==> config.mk <==
export PLATFORM = sky130hd
export DESIGN_NAME = snoop_bus_controller_flat
export DESIGN_NICKNAME = d
export VERILOG_FILES = /design/src/rtl/snoop_bus_controller_if.sv /design/src/rtl/snoop_bus_controller.sv /design/src/flat_wrapper.sv
export SDC_FILE = /design/constraint.sdc
export NUM_CORES = 1
export LEC_CHECK = 0
export BUFFER_PORTS_ARGS = -buffer_cell sky130_fd_sc_hd__buf_2
export CAP_MARGIN = 20
export CORE_AREA = 2 2 145 147
export CTS_BUF_LIST = sky130_fd_sc_hd__clkbuf_4
export CTS_CLUSTER_DIAMETER = 200
export DETAILED_ROUTE_END_ITERATION = 16
export DIE_AREA = 0 0 147 149
export PLACE_DENSITY_LB_ADDON = 0.2
export SYNTH_ARGS = -nofsm -noshare
export SYNTH_HDL_FRONTEND = slang
export SYNTH_SLANG_ARGS = --single-unit
==> constraint.sdc <==
create_clock -name CLK -period 4.1 [get_ports CLK]
set_input_delay 0.41 -clock CLK [delete_from_list [all_inputs] [get_ports CLK]]
set_output_delay 0.41 -clock CLK [all_outputs]
set_load 0.03 [all_outputs]
==> src/rtl/snoop_bus_controller_if.sv <==
// Cache-side and RAM-side signal bundle for the snoopy bus controller.
interface snoop_bus_controller_if #(
  parameter int unsigned NCPU = 2
);
  logic [NCPU-1:0]       dREN;
  logic [NCPU-1:0]       dWEN;
  logic [NCPU-1:0]       cctrans;
  logic [NCPU-1:0]       ccwrite;
  logic [NCPU-1:0][31:0] daddr;
  logic [NCPU-1:0][31:0] dstore;
  logic [NCPU-1:0]       dwait;
  logic [NCPU-1:0][31:0] dload;
  logic [NCPU-1:0]       ccwait;
  logic [NCPU-1:0]       ccinv;
  logic [NCPU-1:0][31:0] ccsnoopaddr;
  logic [1:0]            ramstate;
  logic [31:0]           ramload;
  logic                  ramREN;
  logic                  ramWEN;
  logic [31:0]           ramaddr;
  logic [31:0]           ramstore;

  modport master (
    input  dREN, dWEN, cctrans, ccwrite, daddr, dstore, ramstate, ramload,
    output dwait, dload, ccwait, ccinv, ccsnoopaddr, ramREN, ramWEN, ramaddr, ramstore
  );

  modport slave (
    output dREN, dWEN, cctrans, ccwrite, daddr, dstore, ramstate, ramload,
    input  dwait, dload, ccwait, ccinv, ccsnoopaddr, ramREN, ramWEN, ramaddr, ramstore
  );
endinterface

==> src/rtl/snoop_bus_controller.sv <==
// MSI snoopy bus controller: round-robin serialisation of cache coherence
// transactions onto one shared RAM port, with peer-to-peer block forwarding.
module snoop_bus_controller #(
  parameter int unsigned NCPU      = 2,
  parameter int unsigned WORDS     = 2,
  parameter int unsigned SNOOP_CYC = 2
) (
  input logic                    CLK,
  input logic                    nRST,
  snoop_bus_controller_if.master bus
);
  localparam int unsigned IW = (NCPU > 1) ? $clog2(NCPU) : 1;
  localparam int unsigned CW = $clog2(WORDS) + 1;
  localparam int unsigned SW = $clog2(SNOOP_CYC) + 1;
  localparam logic [1:0] RAM_ACCESS = 2'd2;
  localparam logic [1:0] RAM_ERROR  = 2'd3;

  typedef enum logic [2:0] {IDLE, INV, SNOOP, FWD, LOAD, WB} state_t;

  state_t        state, state_n;
  logic [IW-1:0] req, req_n, sup, sup_n, lastg, lastg_n;
  logic [CW-1:0] cnt, cnt_n;
  logic [SW-1:0] scnt, scnt_n;
  logic          cw, cw_n, gap, gap_n;

  logic [NCPU-1:0] rset, others;
  logic            gnt_found, sup_found, acc, abort;
  logic [IW-1:0]   gnt_idx, sup_idx;

  // Round-robin grant after the last winner; supplier search after the requester.
  always_comb begin
    rset      = bus.cctrans | bus.dWEN;
    gnt_found = 1'b0;
    gnt_idx   = '0;
    sup_found = 1'b0;
    sup_idx   = '0;
    for (int k = 1; k <= int'(NCPU); k++) begin
      if (!gnt_found && rset[IW'((int'(lastg) + k) % int'(NCPU))]) begin
        gnt_found = 1'b1;
        gnt_idx   = IW'((int'(lastg) + k) % int'(NCPU));
      end
    end
    for (int k = 1; k < int'(NCPU); k++) begin
      if (!sup_found && bus.cctrans[IW'((int'(req) + k) % int'(NCPU))]) begin
        sup_found = 1'b1;
        sup_idx   = IW'((int'(req) + k) % int'(NCPU));
      end
    end
    others      = '1;
    others[req] = 1'b0;
  end

  always_ff @(posedge CLK or negedge nRST) begin
    if (!nRST) begin
      state <= IDLE;
      req   <= '0;
      sup   <= '0;
      lastg <= '0;
      cnt   <= '0;
      scnt  <= '0;
      cw    <= 1'b0;
      gap   <= 1'b0;
    end else begin
      state <= state_n;
      req   <= req_n;
      sup   <= sup_n;
      lastg <= lastg_n;
      cnt   <= cnt_n;
      scnt  <= scnt_n;
      cw    <= cw_n;
      gap   <= gap_n;
    end
  end

  always_comb begin
    state_n      = state;
    req_n        = req;
    sup_n        = sup;
    lastg_n      = lastg;
    cnt_n        = cnt;
    scnt_n       = scnt;
    cw_n         = cw;
    gap_n        = 1'b0;
    acc          = 1'b0;
    abort        = 1'b0;
    bus.dwait    = '1;
    bus.dload    = '0;
    bus.ccwait   = '0;
    bus.ccinv    = '0;
    bus.ramREN   = 1'b0;
    bus.ramWEN   = 1'b0;
    bus.ramaddr  = '0;
    bus.ramstore = '0;
    for (int i = 0; i < int'(NCPU); i++)
      bus.ccsnoopaddr[IW'(i)] = (state == IDLE) ? 32'h0 : bus.daddr[req];

    unique case (state)
      IDLE: begin
        if (gnt_found) begin
          req_n  = gnt_idx;
          cw_n   = bus.ccwrite[gnt_idx];
          scnt_n = '0;
          cnt_n  = '0;
          if (bus.dWEN[gnt_idx])      state_n = WB;
          else if (bus.dREN[gnt_idx]) state_n = SNOOP;
          else                        state_n = INV;
        end
      end
      INV: begin
        bus.ccinv = others;
        state_n   = IDLE;
      end
      SNOOP: begin
        bus.ccwait = others;
        bus.ccinv  = cw ? others : '0;
        if (scnt == SW'(SNOOP_CYC - 1)) begin
          sup_n   = sup_idx;
          cnt_n   = '0;
          state_n = sup_found ? FWD : LOAD;
        end else begin
          scnt_n = scnt + 1'b1;
        end
      end
      FWD: begin
        bus.ccwait = others;
        if (!gap) begin
          bus.dload[req] = bus.dstore[sup];
          if (cw) begin
            // Ownership moves to the requester; RAM copy stays stale.
            bus.dwait[req] = 1'b0;
            bus.dwait[sup] = 1'b0;
            acc            = 1'b1;
          end else begin
            bus.ramWEN   = 1'b1;
            bus.ramaddr  = bus.daddr[sup];
            bus.ramstore = bus.dstore[sup];
            if (bus.ramstate == RAM_ACCESS) begin
              bus.dwait[req] = 1'b0;
              bus.dwait[sup] = 1'b0;
              acc            = 1'b1;
            end else if (bus.ramstate == RAM_ERROR) begin
              abort = 1'b1;
            end
          end
        end
      end
      LOAD: begin
        bus.ccwait = others;
        if (!gap) begin
          bus.ramREN     = 1'b1;
          bus.ramaddr    = bus.daddr[req];
          bus.dload[req] = bus.ramload;
          if (bus.ramstate == RAM_ACCESS) begin
            bus.dwait[req] = 1'b0;
            acc            = 1'b1;
          end else if (bus.ramstate == RAM_ERROR) begin
            abort = 1'b1;
          end
        end
      end
      WB: begin
        if (!gap) begin
          bus.ramWEN   = 1'b1;
          bus.ramaddr  = bus.daddr[req];
          bus.ramstore = bus.dstore[req];
          if (bus.ramstate == RAM_ACCESS) begin
            bus.dwait[req] = 1'b0;
            acc            = 1'b1;
          end else if (bus.ramstate == RAM_ERROR) begin
            abort = 1'b1;
          end
        end
      end
      default: state_n = IDLE;
    endcase

    // Word bookkeeping: a gap cycle follows every non-final word.
    if (acc) begin
      if (cnt == CW'(WORDS - 1)) begin
        state_n = IDLE;
      end else begin
        cnt_n = cnt + 1'b1;
        gap_n = 1'b1;
      end
    end
    if (abort) state_n = IDLE;
    if (state != IDLE && state_n == IDLE) lastg_n = req;
  end
endmodule

==> src/flat_wrapper.sv <==
// flat-port wrapper written by rule: the top's interface ports become plain ports
module snoop_bus_controller_flat 
#(
  parameter int unsigned NCPU      = 2,
  parameter int unsigned WORDS     = 2,
  parameter int unsigned SNOOP_CYC = 2
)
  (CLK, nRST, bus_dREN, bus_dWEN, bus_cctrans, bus_ccwrite, bus_daddr, bus_dstore, bus_ramstate, bus_ramload, bus_dwait, bus_dload, bus_ccwait, bus_ccinv, bus_ccsnoopaddr, bus_ramREN, bus_ramWEN, bus_ramaddr, bus_ramstore);
  snoop_bus_controller_if #(.NCPU(NCPU)) bus_i ();
  input logic CLK;
  input logic nRST;
  input wire logic [$bits(bus_i.dREN)-1:0] bus_dREN;
  input wire logic [$bits(bus_i.dWEN)-1:0] bus_dWEN;
  input wire logic [$bits(bus_i.cctrans)-1:0] bus_cctrans;
  input wire logic [$bits(bus_i.ccwrite)-1:0] bus_ccwrite;
  input wire logic [$bits(bus_i.daddr)-1:0] bus_daddr;
  input wire logic [$bits(bus_i.dstore)-1:0] bus_dstore;
  input wire logic [$bits(bus_i.ramstate)-1:0] bus_ramstate;
  input wire logic [$bits(bus_i.ramload)-1:0] bus_ramload;
  output wire logic [$bits(bus_i.dwait)-1:0] bus_dwait;
  output wire logic [$bits(bus_i.dload)-1:0] bus_dload;
  output wire logic [$bits(bus_i.ccwait)-1:0] bus_ccwait;
  output wire logic [$bits(bus_i.ccinv)-1:0] bus_ccinv;
  output wire logic [$bits(bus_i.ccsnoopaddr)-1:0] bus_ccsnoopaddr;
  output wire logic [$bits(bus_i.ramREN)-1:0] bus_ramREN;
  output wire logic [$bits(bus_i.ramWEN)-1:0] bus_ramWEN;
  output wire logic [$bits(bus_i.ramaddr)-1:0] bus_ramaddr;
  output wire logic [$bits(bus_i.ramstore)-1:0] bus_ramstore;
  assign bus_i.dREN = bus_dREN;
  assign bus_i.dWEN = bus_dWEN;
  assign bus_i.cctrans = bus_cctrans;
  assign bus_i.ccwrite = bus_ccwrite;
  assign bus_i.daddr = bus_daddr;
  assign bus_i.dstore = bus_dstore;
  assign bus_i.ramstate = bus_ramstate;
  assign bus_i.ramload = bus_ramload;
  assign bus_dwait = bus_i.dwait;
  assign bus_dload = bus_i.dload;
  assign bus_ccwait = bus_i.ccwait;
  assign bus_ccinv = bus_i.ccinv;
  assign bus_ccsnoopaddr = bus_i.ccsnoopaddr;
  assign bus_ramREN = bus_i.ramREN;
  assign bus_ramWEN = bus_i.ramWEN;
  assign bus_ramaddr = bus_i.ramaddr;
  assign bus_ramstore = bus_i.ramstore;
  snoop_bus_controller #(.NCPU(NCPU), .WORDS(WORDS), .SNOOP_CYC(SNOOP_CYC)) u_core (.CLK(CLK), .nRST(nRST), .bus(bus_i));
endmodule
# ---- Word-level counts from Yosys, hierarchy flattened
# Cells that the tools add are included.
dict set report word_totals {
  ff_bits 12
  latchBits 0
  ramBits 0
  rom_bits 0
  in_bits 172
  out_inout_bits 200
  wordCells 141
  memories 0
}
dict set report classes {
  add_sub_neg 5
  multipliers 0
  n_div 0
  order_cmp 8
  eq_ne 11
  shifts 0
  mux 88
  bitwise 6
  reduce_logical 15
}
# cell n
set ops {}
lappend ops {{$mux 32} 16}
lappend ops {{$and 64x64->64} 2}
lappend ops {{$mux 64} 2}
lappend ops {{$pmux 32 s2} 2}
lappend ops {{$pmux 64 s2} 1}
lappend ops {{$mux 1} 35}
lappend ops {{$demux 32 s1} 1}
lappend ops {{$mux 2} 14}
lappend ops {{$mux 3} 7}
lappend ops {{$pmux 2 s2} 4}
lappend ops {{$lt 1x3->1 const B} 3}
lappend ops {{$pmux 3 s3} 1}
lappend ops {{$eq 3x2->1 const B} 2}
lappend ops {{$eq 3x3->1 const B} 2}
lappend ops {{$logic_not 3->1} 2}
lappend ops {{$lt 1x2->1 const B} 3}
lappend ops {{$pmux 1 s2} 3}
lappend ops {{$reduce_or 3->1} 2}
lappend ops {{$add 2x1->2 const B} 2}
lappend ops {{$eq 2x1->1 const B} 2}
lappend ops {{$eq 2x2->1 const B} 2}
lappend ops {{$logic_and 1x1->1} 4}
lappend ops {{$not 2->2} 2}
lappend ops {{$reduce_and 2->1} 2}
lappend ops {{other kinds (13)} 17}

# ---- Longest topological paths before layout
dict set report depth {
  ltp_word 19
  mapped_depth 7
}

# ---- Worst setup path before layout
# Ideal clock, no wire load.
dict set report synth_path {
  path_kind {flip-flop to output port}
  start {register u_core.state[1]}
  end {output bus_dload[23]}
  t_arrival_ps 1900
  path_slack_ps 1790
  stages_incl_launch_ff 7
  n_path_buf 2
  cell_sequence {dfrtp_1 -> buf_6 -> or2b_1 -> nor3_2 -> buf_2 -> a22oi_1 -> nor2_1}
}
dict set report synth_via {
  elab_chain_len 2
  elab_cells_between_ends 3
}
# element line
set synth_rtl {}
lappend synth_rtl {{from (decl)} snoop_bus_controller.sv:20} ;# state_t state, state_n;
lappend synth_rtl {{from (signal assigned)} snoop_bus_controller.sv:64} ;# state <= state_n;
lappend synth_rtl {{$eq 3x3->1 / $eq 3x2->1 (equally long branches)} snoop_bus_controller.sv:97} ;# unique case (state)
lappend synth_rtl {{$pmux 64 s2 *} snoop_bus_controller.sv:97}
lappend synth_rtl {{to (decl)} flat_wrapper.sv:21} ;# output wire logic [$bits(bus_i.dload)-1:0] bus_dload;
# Every way passes the cells marked *; elsewhere a longest branch is shown, timed or not.

# ---- Worst setup path in the final report
dict set report layout_path {
  start {register u_core.state[2]}
  end {output bus_dload[48]}
}
# Same word-level chain as after synthesis.

==> flow_metrics.env <==
export IMPL_p_leak_nw=2.899
export IMPL_n_antenna_cell=0
export IMPL_rsz0062_at_grt="no"
export IMPL_rows=53
export IMPL_insertion_delay_ns=0.28
export IMPL_cap_violations=0
export IMPL_cpLargestDelayFamily="simple AND/OR/NAND/NOR gates"
export IMPL_gp_congestion=0.7824
export IMPL_synth_top_family_by_area="multiplexers"
export IMPL_crit_slowest_cell="nor3_4"
export IMPL_cellInternalPower_mw=1.221
export IMPL_drtAntennaViolNets=0
export IMPL_synth_xor_xnor_area_share_pct=0.2489
export IMPL_synthArstFlopShare_pct=100.0
export IMPL_wl_per_cell_um=16.76
export IMPL_grt_pass1_vias=4453
export IMPL_p_clk_share_pct=2.2
export IMPL_routed_wirelength_um=18200
export IMPL_synthCells=503
export IMPL_netSwitchingFraction_pct=66.42
export IMPL_p_total_mw=3.635
export IMPL_crit_start="u_core.state[2]"
export IMPL_whs_ns=0.4514
export IMPL_yosys_warnings=32
export IMPL_htree_levels=1
export IMPL_switchingPower_mw=2.415
export IMPL_crit_path_end_kind="output pin"
export IMPL_pre_cts_slack_ns=1.273
export IMPL_portBuffers=338
export IMPL_cp_cell_sequence="or2b_1 -> nor3_4 -> buf_4 -> a22oi_1 -> nor2_1 -> buf_2"
export IMPL_layout_nets=985
export IMPL_grt_first_pass_wirelength_um=26180
export IMPL_cpPeakStageDelay_ns=0.61
export IMPL_ir_drop_uv=392.1
export IMPL_slew_viol_final=0
export IMPL_num_vias=4841
export IMPL_start_util_pct=17.12
export IMPL_vias_per_cell=4.458
export IMPL_drtIter0Drc=167
export IMPL_yosys_register_bits=12
export IMPL_cts_tree="done"
export IMPL_outcome="completed"
export IMPL_yosys_area_share_simple_pct=22.90
export IMPL_crit_buf_inv=2
export IMPL_clockBufferDepth=2
export IMPL_grt_ovfl_total=0
export IMPL_grt_start_max_net_pins=55
export IMPL_power_density_nw_per_um2=677.6
export IMPL_min_period_over_period_pct=75.03
export IMPL_worst_pin_slew_ns=0.9454
export IMPL_synth_edf_count=0
export IMPL_antenna_found_initial=2
export IMPL_setup_ws_ns=1.024
export IMPL_timing_rr_start="u_core.state[0]"
export IMPL_slew_headroom_pct=36.97
export IMPL_tns_ns=0
export IMPL_cts_sinks=12
export IMPL_path_class="register to output pin"
export IMPL_synth_compound_area_share_pct=25.07
export IMPL_hp_start="bus_ccwrite[1]"
export IMPL_fp_dieArea_um2=21900
export IMPL_muxShareOfSynthArea_pct=28.84
export IMPL_numCtsBuffers=3
export IMPL_first_pass_iters=5
export IMPL_pwr_share_comb_pct=88.4
export IMPL_crit_arrival_ns=2.67
export IMPL_cp_required_ns=3.69
export IMPL_track_usage_pct=15.11
export IMPL_yosysUniqueCellTypes=48
export IMPL_hp_class="input port to register"
export IMPL_setup_viol=0
export IMPL_yosysSeqAreaShare_pct=8.535
export IMPL_synth_area_um2=3518
export IMPL_layout_drive_gt1_share_pct=48.46
export IMPL_core_um2=20560
export IMPL_worstPathMaxFanout=14
export IMPL_synth_main_ff_cell="dfrtp_1"
export IMPL_fin_crit_ns=3.076
export IMPL_n_fill_cell=2373
export IMPL_dpl_hpwl_um=14720
export IMPL_die_x_um=147
export IMPL_fp_dieH_um=149
export IMPL_clock_fmax_ghz=0.3251
export IMPL_hold_viol_final=0
export IMPL_synth_fa_ha_area_share_pct=0.3556
export IMPL_pwr_share_seq_pct=9.4
export IMPL_drc=0
export IMPL_skew_ns=0.004973
export IMPL_avgSynthCellArea_um2=6.995
export IMPL_synthToLayoutAreaGrowth_pct=52.49
export IMPL_start_kind="register"
export IMPL_num_io_pins=372
export IMPL_clk_transition_reported_paths_ns=0.08
export IMPL_cts_root_buffer="clkbuf_4"
## worst paths after layout
| path | cells past startpoint | slack (ns) | end |
|---|---|---|---|
| setup reg to reg | 5 | 1.72 | u_core.cnt[0] |
| min in group asynchronous | 2 | 0.54 | u_core.req |
| hold / removal | 3 | 0.45 | u_core.cw |
| setup / recovery | 6 | 1.02 | bus_dload[48] |
| hold reg to reg | 2 | 0.51 | u_core.scnt[1] |
| max in group asynchronous | 2 | 3.33 | u_core.sup |
## cells in the final DEF (no fill, tap or decap), drive strengths merged, types with 2 or more instances in the layout
cell	n
o2bb2ai	2
dfrtp	12
a22oi	26
nor2	114
o22ai	7
buf	351
mux2i	71
a22o	32
nand3	29
or2	2
and2	2
inv	9
or3	2
a32oi	2
a21oi	12
nor2b	5
mux2	27
nand2b	2
nand2	13
clkbuf	3
nor3	2
o21ai	34
conb	32
## per-stage QoR
stage / cell area (um^2) / util [%] / instances
6_report: 5365 / 26.10 / 1086
3_5_place_dp: 5329 / 25.92 / 1081
2_1_floorplan: 3635 / - / 534
3_3_place_gp: 5329 / 25.92 / 1081
4_1_cts: 5365 / 26.10 / 1086
5_1_grt: 5365 / 26.10 / 1086
## worst register-to-register path, cell delays in order, from the launching register on
cell      delay [ns]
dfrtp_1         0.72
and4bb_2        0.38
buf_4           0.49
a21oi_1         0.24
or2_2           0.33
o21ai_0         0.15
## metal layers
layer | track usage (%) | routed length [um]
met1 | 18.29 | 7370
met2 | 29.32 | 9496
met3 | 2.294 | 1275
met4 | 1.154 | 30
met5 | 0 | 27
## sequential cells by signal (all words and copies together) (netlist names)
register,cells
u_core.state,3
u_core.cnt,2
u_core.scnt,2
u_core.req,1
u_core.sup,1
u_core.gap,1
u_core.cw,1
u_core.lastg,1
## power groups by stage
| stage | logic [mW] | clock network [mW] | registers, mW |
|---|---|---|---|
| floorplan | 2.44 | 0 | 0.192 |
| global placement | 3.27 | 0 | 0.349 |
| detailed placement | 3.25 | 0 | 0.347 |
| CTS | 3.26 | 0.0817 | 0.345 |
| global route | 3.45 | 0.0891 | 0.362 |
| finish | 3.22 | 0.0793 | 0.341 |
## layout make-up
cell class / count / area [um^2] / area share (%)
Clock inverter: 1 / 3.754 / 0.06996
Timing Repair Buffer: 352 / 1799 / 33.54
Tap cell: 275 / 344.1 / 6.413
Inverter: 9 / 33.78 / 0.6297
Clock buffer: 3 / 22.52 / 0.4198
Multi-Input combinational cell: 434 / 2856 / 53.24
Sequential cell: 12 / 305.3 / 5.690
## repair_timing
action | CTS | global route
endpoints found under the hold margin | 7 | 0
hold buffers | 1 | 0
setup buffers | 0 | 0
gates resized for setup | 0 | 0
## synth_stat cells (2+ instances only)
cell type | count | area share [%]
buf_6 | 2 | 0.64
nand2_1 | 12 | 1.3
nand3_1 | 29 | 4.1
a21oi_1 | 12 | 1.7
clkbuf_1 | 22 | 2.3
buf_4 | 33 | 7.0
nor2b_1 | 5 | 0.89
buf_2 | 17 | 2.4
or3_1 | 2 | 0.36
a22o_1 | 32 | 8.0
o22ai_1 | 7 | 1.2
a32oi_1 | 2 | 0.50
o21ai_0 | 33 | 4.7
dfrtp_1 | 12 | 8.5
a22oi_1 | 26 | 5.5
buf_1 | 5 | 0.53
mux2i_1 | 71 | 20
and2_1 | 2 | 0.36
nor3_2 | 2 | 0.57
nor2_1 | 114 | 12
mux2_2 | 26 | 8.3
nand2b_1 | 2 | 0.36
or2_2 | 2 | 0.36
inv_1 | 9 | 0.96
## cells by family after synthesis
group,after synthesis
other cells,1
buf+inv,88
flops,12
compound gates,124
fa+ha+maj,1
xor+xnor,1
simple gates,178
mux,98
Note: power is estimated with default switching activity, not from simulation.
